File: src/rtl/div_pkg.sv
// Shared types for the sequential restoring divider.
package div_pkg;

   typedef enum logic [1:0] {
      IDLE = 2'd0,
      RUN  = 2'd1,
      DONE = 2'd2
   } div_state_e;

endpackage

File: src/rtl/div_step.sv
// One combinational restoring-division step: shift in a dividend bit, trial-subtract, restore on borrow.
module div_step #(
   parameter int N = 8
) (
   input  logic [N-1:0] rem_in,
   input  logic         dvd_bit,
   input  logic [N-1:0] divisor,
   output logic [N-1:0] rem_out,
   output logic         q_bit
);

   logic [N:0] shifted;
   logic [N:0] diff;

   // The restored remainder is always below the divisor, so N bits hold it between steps;
   // the shifted trial value needs N+1 bits, and bit N of the difference is the sign.
   always_comb begin
      shifted = {rem_in, dvd_bit};
      diff    = shifted - {1'b0, divisor};
      q_bit   = ~diff[N];
      rem_out = diff[N] ? shifted[N-1:0] : diff[N-1:0];
   end

endmodule

File: src/rtl/seq_restoring_divider.sv
// Sequential N-cycle restoring divider with start/ready/busy/done handshake.
// Define DIV_SIGNED_EN to add the signed_op port for two's-complement division.
module seq_restoring_divider
   import div_pkg::*;
#(
   parameter int N = 8
) (
   input  logic         clk,
   input  logic         rst,
   input  logic         start,
   input  logic [N-1:0] dividend,
   input  logic [N-1:0] divisor,
`ifdef DIV_SIGNED_EN
   input  logic         signed_op,
`endif
   output logic         ready,
   output logic         busy,
   output logic         done,
   output logic [N-1:0] quotient,
   output logic [N-1:0] remainder,
   output logic         div_by_zero
);

   localparam int CW = $clog2(N);

   div_state_e    state_q, state_d;
   logic [CW-1:0] cnt_q, cnt_d;
   logic [N-1:0]  rem_q, rem_d;
   logic [N-1:0]  dvd_q, dvd_d;
   logic [N-1:0]  dvs_q, dvs_d;
   logic [N-1:0]  quotient_q, quotient_d;
   logic [N-1:0]  remainder_q, remainder_d;
   logic          zero_q, zero_d;
   logic          dbz_q, dbz_d;
   logic          ready_q, ready_d;
   logic          busy_q, busy_d;
   logic          done_q, done_d;

   logic [N-1:0]  step_rem;
   logic          step_q;
   logic [N-1:0]  q_raw, r_raw, q_res, r_res;
   logic [N-1:0]  dvd_in, dvs_in;

   div_step #(.N(N)) u_step (
      .rem_in  (rem_q),
      .dvd_bit (dvd_q[N-1]),
      .divisor (dvs_q),
      .rem_out (step_rem),
      .q_bit   (step_q)
   );

   // dvd_q shifts the dividend out of its top while quotient bits enter at the bottom.
   assign q_raw = {dvd_q[N-2:0], step_q};
   assign r_raw = step_rem;

`ifdef DIV_SIGNED_EN
   logic neg_q_q, neg_q_d, neg_r_q, neg_r_d;

   always_comb begin
      dvd_in  = (signed_op && dividend[N-1]) ? -dividend : dividend;
      dvs_in  = (signed_op && divisor[N-1]) ? -divisor : divisor;
      neg_q_d = neg_q_q;
      neg_r_d = neg_r_q;
      if (ready_q && start && divisor != '0) begin
         neg_q_d = signed_op && (dividend[N-1] ^ divisor[N-1]);
         neg_r_d = signed_op && dividend[N-1];
      end
   end

   always_ff @(posedge clk or posedge rst) begin
      if (rst) begin
         neg_q_q <= 1'b0;
         neg_r_q <= 1'b0;
      end else begin
         neg_q_q <= neg_q_d;
         neg_r_q <= neg_r_d;
      end
   end

   // Magnitude 2^(N-1) negated wraps back onto itself, giving the -2^(N-1)/-1 result.
   assign q_res = neg_q_q ? -q_raw : q_raw;
   assign r_res = neg_r_q ? -r_raw : r_raw;
`else
   assign dvd_in = dividend;
   assign dvs_in = divisor;
   assign q_res  = q_raw;
   assign r_res  = r_raw;
`endif

   // A zero divisor still spends one RUN cycle so done arrives one edge after accept.
   always_comb begin
      state_d     = state_q;
      cnt_d       = cnt_q;
      rem_d       = rem_q;
      dvd_d       = dvd_q;
      dvs_d       = dvs_q;
      quotient_d  = quotient_q;
      remainder_d = remainder_q;
      zero_d      = zero_q;
      dbz_d       = dbz_q;
      case (state_q)
         RUN: begin
            rem_d = step_rem;
            dvd_d = q_raw;
            cnt_d = cnt_q - CW'(1);
            if (cnt_q == '0) begin
               state_d = DONE;
               if (zero_q) begin
                  quotient_d  = '1;
                  remainder_d = dvd_q;
                  dbz_d       = 1'b1;
               end else begin
                  quotient_d  = q_res;
                  remainder_d = r_res;
               end
            end
         end
         default: begin
            state_d = IDLE;
            if (start) begin
               state_d = RUN;
               rem_d   = '0;
               dvs_d   = dvs_in;
               if (divisor == '0) begin
                  zero_d = 1'b1;
                  cnt_d  = '0;
                  dvd_d  = dividend;
               end else begin
                  zero_d = 1'b0;
                  cnt_d  = CW'(N - 1);
                  dvd_d  = dvd_in;
                  dbz_d  = 1'b0;
               end
            end
         end
      endcase
      ready_d = (state_d != RUN);
      busy_d  = (state_d == RUN);
      done_d  = (state_d == DONE);
   end

   always_ff @(posedge clk or posedge rst) begin
      if (rst) begin
         state_q     <= IDLE;
         cnt_q       <= '0;
         rem_q       <= '0;
         dvd_q       <= '0;
         dvs_q       <= '0;
         quotient_q  <= '0;
         remainder_q <= '0;
         zero_q      <= 1'b0;
         dbz_q       <= 1'b0;
         ready_q     <= 1'b1;
         busy_q      <= 1'b0;
         done_q      <= 1'b0;
      end else begin
         state_q     <= state_d;
         cnt_q       <= cnt_d;
         rem_q       <= rem_d;
         dvd_q       <= dvd_d;
         dvs_q       <= dvs_d;
         quotient_q  <= quotient_d;
         remainder_q <= remainder_d;
         zero_q      <= zero_d;
         dbz_q       <= dbz_d;
         ready_q     <= ready_d;
         busy_q      <= busy_d;
         done_q      <= done_d;
      end
   end

   assign ready       = ready_q;
   assign busy        = busy_q;
   assign done        = done_q;
   assign quotient    = quotient_q;
   assign remainder   = remainder_q;
   assign div_by_zero = dbz_q;

endmodule

File: config.mk
export PLATFORM = sky130hd
export DESIGN_NAME = seq_restoring_divider
export DESIGN_NICKNAME = d
export VERILOG_FILES = /design/src/rtl/div_pkg.sv /design/src/rtl/div_step.sv /design/src/rtl/seq_restoring_divider.sv
export SDC_FILE = /design/constraint.sdc
export NUM_CORES = 1
export LEC_CHECK = 0
export ABC_CLOCK_PERIOD_IN_PS = 3300
export CAP_MARGIN = 5
export CORE_ASPECT_RATIO = 0.8
export CORE_UTILIZATION = 45
export CTS_CLUSTER_DIAMETER = 150
export DETAILED_ROUTE_END_ITERATION = 10
export HOLD_SLACK_MARGIN = 0.03
export PLACE_DENSITY = 0.74
export SYNTH_ARGS = -nofsm -noshare
export SYNTH_HDL_FRONTEND = slang
export SYNTH_SLANG_ARGS = --single-unit
File: constraint.sdc
create_clock -name clk -period 3.3 [get_ports clk]
set_input_delay 0.33 -clock clk [delete_from_list [all_inputs] [get_ports clk]]
set_output_delay 0.33 -clock clk [all_outputs]
set_load 0.05 [all_outputs]
==> results of run 1 <==
==> final cells by class <==
| class | instances | area, um^2 | area share (%) |
|---|---|---|---|
| clock inverter | 3 | 40.0 | 1.28 |
| sequential | 50 | 1250 | 40.2 |
| tap | 78 | 97.6 | 3.13 |
| multi-input combinational | 167 | 1170 | 37.4 |
| inverter | 18 | 67.6 | 2.17 |
| timing repair buffer | 44 | 425 | 13.6 |
| clock buffer | 5 | 68.8 | 2.21 |
==> logic make-up after synthesis <==
group | after synthesis | synth area share (%)
AOI/OAI and AO/OA | 62 | 15.1
muxes | 24 | 10.3
adders and majority gates | 11 | 5.71
DFF | 50 | 49.3
buffers and inverters | 30 | 4.78
and+or+nand+nor | 64 | 12.5
xor gates and xnor gates | 6 | 2.36
==> synth_stat cells, types with 3 or more instances <==
library cell and instances:
o22ai_1 4, or3_1 3, o21a_1 3, dfrtp_1 49, mux2_1 8, inv_1 16
clkbuf_1 9, a21oi_1 13, o21ai_1 25, nand3b_1 5, ha_1 10, xnor2_1 3
mux2i_1 13, nand2_1 29, o211ai_1 3, nor2_1 13
==> stage by stage <==
stage	instances	instance area, um^2
after floorplan	247	2540
after global placement	357	3010
after detailed placement	357	3010
after CTS	365	3120
after global routing	365	3120
final	365	3120
==> metal layers <==
metal  routed length, um  vias up
met4                  59        0
met3                 269        7
met2                2420       45
met1                2650      909
met5                   0        -
li1                    -      936
==> worst paths after layout <==
path                                    startpoint                  endpoint  slack, ns  depth (start not counted)
min                        quotient[4]$_DFFE_PP0P_   quotient[4]$_DFFE_PP0P_       0.47                          2
min reg2reg                quotient[4]$_DFFE_PP0P_   quotient[4]$_DFFE_PP0P_       0.47                          2
max reg2reg                   dvd_q[7]$_DFFE_PP0P_  remainder[0]$_DFFE_PP0P_       0.74                         10
max                           dvd_q[7]$_DFFE_PP0P_  remainder[0]$_DFFE_PP0P_       0.74                         10
max in group asynchronous                      rst      cnt_q[1]$_DFFE_PP0P_       2.10                          2
min in group asynchronous                      rst   quotient[2]$_DFFE_PP0P_       0.58                          2
==> sequential cells by signal, indices dropped and copies added (netlist names) <==
name,count
state_q,2
dvd_q,8
div_by_zero,1
quotient,8
dvs_q,8
zero_q,1
cnt_q,3
rem_q,8
ready,1
done,1
remainder,8
busy,1
==> worst max-delay path: stages (launching register included) <==
cell and delay (ns):
dfrtp_1 0.35, inv_1 0.07, ha_1 0.21, fa_1 0.45
nor2b_4 0.15, o211ai_2 0.09, a32o_2 0.30, xor2_2 0.16
buf_4 0.24, mux2_4 0.34, o22ai_2 0.13
==> flow_metrics.py, run 1 <==
metrics = {
    "outcome": {
        "status": "completed",
    },
    "worst_setup_path": {
        "path_max_fanout": 11,
        "endpoint_kind": "flip-flop",
        "required_ns": 3.52,
        "criticalPathCategory": "flip-flop to flip-flop",
        "cp-start-kind": "flip-flop",
        "arrival_ns": 2.78,
    },
    "layout": {
        "area_growth_pct": 22.7,
        "fin_util_pct": 57.4,
        "finalNetCount": 316,
        "final_cell_mix": "49 x dfrtp_1, 38 x clkdlybuf4s50_1, 29 x nand2_1",
        "fill_cells": 476,
        "antenna_cells": 0,
        "final_common_cell": "dfrtp_1",
        "drive_gt1_share_pct": 10.5,
    },
    "cts": {
        "cts.hold.buffers_added": 0,
        "clock_sinks": 50,
        "clock_latency_ns": 0.30,
        "cts_setup_buffers": 0,
        "cts_buffer_depth": 2,
        "clockRootBuffer": "clkbuf_8",
        "numCtsBuffers": 5,
        "cts_tree": "built",
        "clkTransAtPathRegs_ns": 0.10,
        "cts.repair.resized": 0,
        "ctsHtreeMaxLevel": 2,
    },
    "floorplanning": {
        "die_w_um": 86.0,
        "initial_core_util_pct": 46.8,
        "die_height_um": 69.2,
        "coreArea_um2": 5440,
        "io_pins": 39,
        "fp-row-count": 24,
        "dieArea_um2": 5950,
    },
    "timing": {
        "min_period_ns": 2.56,
        "fin_skew_ns": 0.0112,
        "slew_headroom_pct": 33.0,
        "hold_viol_final": 0,
        "setup_viol": 0,
        "whs_ns": 0.471,
        "layout_setup_ws_ns": 0.743,
        "drv_slew": 0,
        "fmax_ghz": 0.391,
        "rsz0062_at_grt": "false",
        "final.period_utilization_pct": 77.5,
        "fin_tns_setup_ns": 0,
        "worstMarginPinSlew_ns": 1.00,
    },
    "global_routing": {
        "overflow": 0,
        "first_global_vias": 1900,
        "grt_busiest_layer": "met2",
        "grt_use_total_pct": 19.8,
        "grt_max_degree": 51,
        "grt_util_met3_pct": 5.12,
        "grt_pass1_wl_um": 9110,
        "use_met1_pct": 28.0,
        "antenna_found_initial": 0,
        "grt_use_met2_pct": 29.8,
    },
    "routing": {
        "ant_nets": 0,
        "drt-pass1-iter-count": 4,
        "routedWlPerCell_um": 14.8,
        "drcViolationCount": 0,
        "drt-vias-per-instance": 5.20,
        "vias": 1897,
        "wl_um": 5390,
        "drtIter0Drc": 99,
    },
    "synth": {
        "seq_area_frac_synth_pct": 49.3,
        "synth.distinct_cells": 48,
        "synth_top_area_cell": "dfrtp_1",
        "synth_area_um2": 2540,
        "ys.warnings.count": 0,
        "synthArstFlopShare_pct": 100,
        "yosys.area.top_type_share_pct": 48.3,
        "synth_cells": 247,
        "synth_nets": 277,
        "synth_ff_type": "dfrtp_1",
        "synth_edf_count": 0,
        "synth_area_leaders": "dfrtp_1 48%, mux2i_1 5.1%, ha_1 4.9%, o21ai_1 4.9%, nand2_1 4.3%",
        "synth_area_per_cell_um2": 10.3,
        "ys_ff_latch": 50,
    },
    "placed_design": {
        "dp_hpwl_um": 3870,
        "port_buffers": 38,
        "gp_congestion": 0.916,
        "pre_cts_ws_ns": 0.770,
    },
    "hold_path": {
        "hold_path_class": "flip-flop to flip-flop",
    },
    "run": {
        "drv_cap": 0,
    },
}
Power of run 1 is not shown: default switching activity piles up to over one toggle a cycle in this logic, so the estimate is an artifact.
==> run 2: changes to the inputs <==
- ABC_CLOCK_PERIOD_IN_PS: 3300 -> 2400
- clock period: 3.3 -> 2.4 ns (I/O delays scaled with it)
==> run 2 against run 1 <==
Routed wire length grew 7.5%. Non-clock buffer count grew 13. Critical endpoint unchanged. Highest routed layer unchanged. Clock skew shrank 0.0050 ns. First-iteration DRC count grew 9.1%.
==> flow_metrics.py, run 2 (synthesized netlist as in run 1, its figures left out) <==
metrics = {
    "outcome": {
        "status": "completed",
    },
    "hold_path": {
        "hold_path_class": "input port to async pin",
    },
    "floorplanning": {
        "die_w_um": 86.0,
        "dieArea_um2": 5950,
        "io_pins": 39,
        "die_height_um": 69.2,
        "initial_core_util_pct": 46.8,
        "coreArea_um2": 5440,
        "fp-row-count": 24,
    },
    "placed_design": {
        "dp_hpwl_um": 4110,
        "gp_congestion": 0.830,
        "port_buffers": 38,
    },
    "cts": {
        "clock_latency_ns": 0.31,
        "ctsHtreeMaxLevel": 2,
        "clockRootBuffer": "clkbuf_8",
        "numCtsBuffers": 5,
        "cts_buffer_depth": 2,
        "clock_sinks": 50,
        "cts_tree": "built",
        "clkTransAtPathRegs_ns": 0.10,
    },
    "worst_setup_path": {
        "crit_slowest_cell": "dfrtp_1",
        "cp-start-kind": "flip-flop",
        "path_max_fanout": 4,
        "arrival_ns": 2.58,
        "criticalPathCategory": "flip-flop to flip-flop",
        "path_cells": "ha_4 -> fa_2 -> nor2b_4 -> o211ai_2 -> a32o_2 -> xor2_2 -> buf_6 -> mux2_4 -> o22ai_2",
        "required_ns": 2.63,
        "slowest_delay_ns": 0.42,
        "endpoint_kind": "flip-flop",
    },
    "routing": {
        "drcViolationCount": 0,
        "drt-vias-per-instance": 5.28,
        "drt-pass1-iter-count": 6,
        "vias": 1995,
        "ant_nets": 0,
        "routedWlPerCell_um": 15.3,
        "drtIter0Drc": 108,
        "wl_um": 5800,
    },
    "global_routing": {
        "grt_use_total_pct": 21.2,
        "grt_pass1_wl_um": 9720,
        "antenna_found_initial": 0,
        "grt_max_degree": 23,
        "first_global_vias": 2058,
        "overflow": 0,
    },
    "timing": {
        "drv_slew": 0,
        "min_period_ns": 2.35,
        "fin_skew_ns": 0.00614,
        "final.period_utilization_pct": 98.0,
        "setup_viol": 0,
        "fmax_ghz": 0.425,
        "slew_headroom_pct": 63.0,
        "worstMarginPinSlew_ns": 0.555,
        "hold_viol_final": 0,
        "rsz0062_at_grt": "true",
    },
    "layout": {
        "final_cell_mix": "49 x dfrtp_1, 38 x clkdlybuf4s50_1, 29 x nand2_1",
        "drive_gt1_share_pct": 16.3,
        "finalNetCount": 329,
        "fin_util_pct": 60.9,
        "antenna_cells": 0,
        "final_common_cell": "dfrtp_1",
        "area_growth_pct": 30.3,
    },
    "run": {
        "drv_cap": 0,
    },
}
## run 2: timing repair
action	4_1_cts	5_1_grt
pin swaps	2	2
hold buffers	0	0
endpoints found under the setup margin	10	14
buffers inserted	2	5
gates resized for setup	4	8
## run 2: worst paths after layout
path / start / to / slack, ns / cells after the start
hold / removal: rst / quotient[3]$_DFFE_PP0P_ / 0.24 / 2
hold reg to reg: quotient[2]$_DFFE_PP0P_ / quotient[2]$_DFFE_PP0P_ / 0.47 / 2
setup / recovery: dvs_q[0]$_DFFE_PP0P_ / remainder[0]$_DFFE_PP0P_ / 0.05 / 9
min in group clk: quotient[2]$_DFFE_PP0P_ / quotient[2]$_DFFE_PP0P_ / 0.47 / 2
max in group asynchronous: rst / ready$_DFF_PP1_ / 1.50 / 3
setup reg to reg: dvs_q[0]$_DFFE_PP0P_ / remainder[0]$_DFFE_PP0P_ / 0.05 / 9
## run 2: worst max-delay path, delay by kind of cell, from the launching register on
kind / cells / cell delay (ns)
xor+xnor: 1 / 0.18
mux: 1 / 0.32
buf+inv: 1 / 0.15
flops: 1 / 0.42
compound gates: 3 / 0.52
simple gates: 1 / 0.13
fa+ha+maj: 2 / 0.55
## run 2: layer usage
layer / vias to the layer above / global-route usage, % / part of all wire (%)
met4: 0 / 9.26 / 2.2
met1: 968 / 29.2 / 46
met5: - / 0 / 0
li1: 964 / - / -
met2: 50 / 32.8 / 46
met3: 13 / 3.93 / 4.9
## run 2: per-stage QoR
step                setup WS (ns)  hold WS, ns  cell area, um^2  setup TNS (ns)  instances
finish                     0.0476        0.244             3310               0        378
global route              -0.0802        0.304             3310          -0.371        378
CTS                       0.00286        0.266             3230               0        373
detailed placement        -0.0631        0.456             3060          -0.183        363
global placement           0.0509        0.449             3060               0        363
floorplan                  0.0740        0.372             2540               0        247
## run 2: cell type report
class / count / area, um^2
Clock buffer: 6 / 82.6
Inverter: 18 / 67.6
Multi-Input combinational cell: 167 / 1220
Sequential cell: 50 / 1250
Fill cell: 454 / 2120
Tap cell: 78 / 97.6
Clock inverter: 2 / 60.1
Timing Repair Buffer: 57 / 531
Power of run 2 is left out for the same reason.
==> run 3: changes to the inputs <==
--- a/config.mk
+++ b/config.mk
@@ -13,6 +13,7 @@
 export DETAILED_ROUTE_END_ITERATION = 10
 export HOLD_SLACK_MARGIN = 0.03
-export PLACE_DENSITY = 0.74
+export PLACE_DENSITY = 0.73
 export SYNTH_ARGS = -nofsm -noshare
 export SYNTH_HDL_FRONTEND = slang
+export SYNTH_HIERARCHICAL = 1
 export SYNTH_SLANG_ARGS = --single-unit
==> constraint.sdc (replaced) <==
create_clock -name clk -period 2.4 [get_ports clk]
set_input_delay 0.24 -clock clk [delete_from_list [all_inputs] [get_ports clk]]
set_output_delay 0.24 -clock clk [all_outputs]
set_load 0.1 [all_outputs]
==> run 3 against run 2 <==
Utilization is 1.6 points lower. Synthesized cell count grew 4.0%. Critical path type unchanged. Highest routed layer unchanged. The run now ends with negative setup slack left. Flip-flop and latch count did not move. Clock skew up 0.0051 ns.
==> flow_metrics.py, run 3 <==
metrics = {
    "outcome": {
        "status": "finished with violations",
        "violations": "negative setup slack",
    },
    "global_routing": {
        "overflow": 0,
        "grt_pass1_wl_um": 8980,
        "grt_max_degree": 51,
        "antenna_found_initial": 0,
        "grt_use_total_pct": 18.8,
        "first_global_vias": 1844,
    },
    "cts": {
        "clock_sinks": 50,
        "ctsHtreeMaxLevel": 2,
        "numCtsBuffers": 5,
        "clkTransAtPathRegs_ns": 0.09,
        "cts_buffer_depth": 2,
        "clock_latency_ns": 0.31,
        "cts_tree": "built",
        "cts.hold.buffers_added": 0,
        "clockRootBuffer": "clkbuf_8",
    },
    "worst_setup_path": {
        "endpoint_kind": "flip-flop",
        "criticalPathCategory": "flip-flop to flip-flop",
        "required_ns": 2.63,
        "arrival_ns": 2.70,
        "cp-start-kind": "flip-flop",
        "path_max_fanout": 5,
    },
    "run": {
        "drv_cap": 0,
    },
    "layout": {
        "finalNetCount": 332,
        "drive_gt1_share_pct": 25.4,
        "area_growth_pct": 24.5,
        "antenna_cells": 0,
        "fin_util_pct": 59.3,
        "fill_cells": 490,
        "multi_input_area_um2": 1320,
        "final_cell_mix": "49 x dfrtp_1, 40 x nand2_1, 29 x buf_4",
        "seqCellArea_um2": 1250,
        "final_common_cell": "dfrtp_1",
    },
    "routing": {
        "maxUsedRoutingLayer": "met4",
        "drt-vias-per-instance": 5.09,
        "wl_um": 5340,
        "drt-pass1-iter-count": 4,
        "routedWlPerCell_um": 14.0,
        "vias": 1938,
        "ant_nets": 0,
        "met1_length_um": 2620,
        "drtIter0Drc": 111,
        "wl_met3_um": 194,
        "wl_met2_um": 2460,
        "drcViolationCount": 0,
    },
    "synth": {
        "synth_area_per_cell_um2": 10.3,
        "synth_top_area_cell": "dfrtp_1",
        "synth_area_leaders": "dfrtp_1 46%, o21ai_0 6.8%, mux2i_1 6.4%, nand2_1 6.1%, mux2_2 5.5%",
        "seq_area_frac_synth_pct": 47.3,
        "synth.distinct_cells": 44,
        "synth_cells": 257,
        "synth_nets": 287,
        "synthArstFlopShare_pct": 100,
        "yosys.area.top_type_share_pct": 46.3,
        "ys.warnings.count": 6,
        "ys_top_cells_by_count": "49 x dfrtp_1, 43 x nand2_1, 36 x o21ai_0",
        "synth_area_um2": 2650,
        "synth.most_common_cell": "dfrtp_1",
        "ys_ff_latch": 50,
        "synth_edf_count": 0,
        "synth_ff_type": "dfrtp_1",
    },
    "placed_design": {
        "dp_hpwl_um": 3900,
        "gp_congestion": 0.846,
        "port_buffers": 38,
    },
    "floorplanning": {
        "fp-row-count": 24,
        "die_height_um": 70.6,
        "dieArea_um2": 6190,
        "io_pins": 39,
        "coreArea_um2": 5560,
        "die_w_um": 87.7,
        "initial_core_util_pct": 47.6,
    },
    "timing": {
        "worstMarginPinSlew_ns": 0.770,
        "slew_headroom_pct": 48.6,
        "fmax_ghz": 0.404,
        "min_period_ns": 2.47,
        "drv_slew": 0,
        "hold_viol_final": 0,
        "fin_skew_ns": 0.0112,
        "rsz0062_at_grt": "true",
        "setup_viol": 8,
        "final.period_utilization_pct": 103,
        "layout_setup_ws_ns": -0.0726,
    },
    "hold_path": {
        "hold_path_class": "input port to async pin",
    },
}
-- run 3: changes by cell type in the layout (fill, tap and decap cells not counted), sizes merged, moves of 5 or more --
cell and change:
a21oi -6, buf +12, clkdlybuf4s50 -20, mux2 +5, nand2 +15, o21ai +12
-- run 3: path summary, 6_finish.rpt --
check	cells after the start	startpoint	endpoint	slack (ns)
max	12	dvd_q[7]$_DFFE_PP0P_	remainder[0]$_DFFE_PP0P_	-0.07
min	3	rst	quotient[7]$_DFFE_PP0P_	0.29
max reg2reg	12	dvd_q[7]$_DFFE_PP0P_	remainder[0]$_DFFE_PP0P_	-0.07
min reg2reg	2	remainder[0]$_DFFE_PP0P_	remainder[0]$_DFFE_PP0P_	0.48
max in group asynchronous	3	rst	ready$_DFF_PP1_	1.84
min in group clk	2	remainder[0]$_DFFE_PP0P_	remainder[0]$_DFFE_PP0P_	0.48
-- run 3: logic make-up (layout without fill, tap and decap cells) --
group / after synthesis / after routing / synth area share [%]
buffers and inverters: 29 / 75 / 5.48
AO/OA/AOI/OAI: 58 / 58 / 12.5
AND/OR/NAND/NOR: 71 / 71 / 13.3
XOR/XNOR: 5 / 5 / 2.36
multiplexers: 33 / 33 / 13.5
flip-flops: 50 / 50 / 47.3
adder cells (fa/ha/maj): 11 / 11 / 5.48
-- run 3: repair_timing --
item                                   CTS  global route
cloned                                   0             1
buffers inserted                         0             1
resized for setup                        1            21
pin swaps                                0             6
setup endpoints to repair                8            16
endpoints found under the hold margin    0             0
-- run 3: worst max-delay path, stage by stage, from the launching register on --
cell       delay (ns)
dfrtp_1          0.40
inv_2            0.08
ha_4             0.13
inv_2            0.04
fa_2             0.33
a21o_1           0.19
a21oi_4          0.19
o31ai_4          0.11
xor2_4           0.21
clkbuf_16        0.19
mux2i_2          0.28
mux2i_1          0.11
o21ai_0          0.16
-- run 3: layer usage --
layer	up-vias	track usage, %
li1	966	-
met1	925	27.4
met2	39	28.9
met3	8	3.97
met4	0	4.37
met5	-	0
-- run 3: cell type report --
type	instances	area share, %
timing repair buffer	50	14.1
clock inverter	2	0.532
sequential	50	38.0
tap	78	2.96
inverter	17	1.94
multi-input combinational	178	40.0
clock buffer	6	2.51
-- run 3: through the flow --
| step | TNS [ns] | instance area [um^2] | worst slack (ns) | cells | hold slack, ns |
|---|---|---|---|---|---|
| after CTS | -0.445 | 3230 | -0.0747 | 379 | 0.301 |
| after floorplan | -0.187 | 2680 | -0.0273 | 257 | 0.388 |
| final | -0.405 | 3290 | -0.0726 | 381 | 0.294 |
| after global placement | 0 | 3130 | 0.0175 | 371 | 0.463 |
| after detailed placement | -0.387 | 3130 | -0.0757 | 371 | 0.472 |
| after global routing | -1.57 | 3290 | -0.182 | 381 | 0.332 |
Power of run 3 is left out for the same reason.
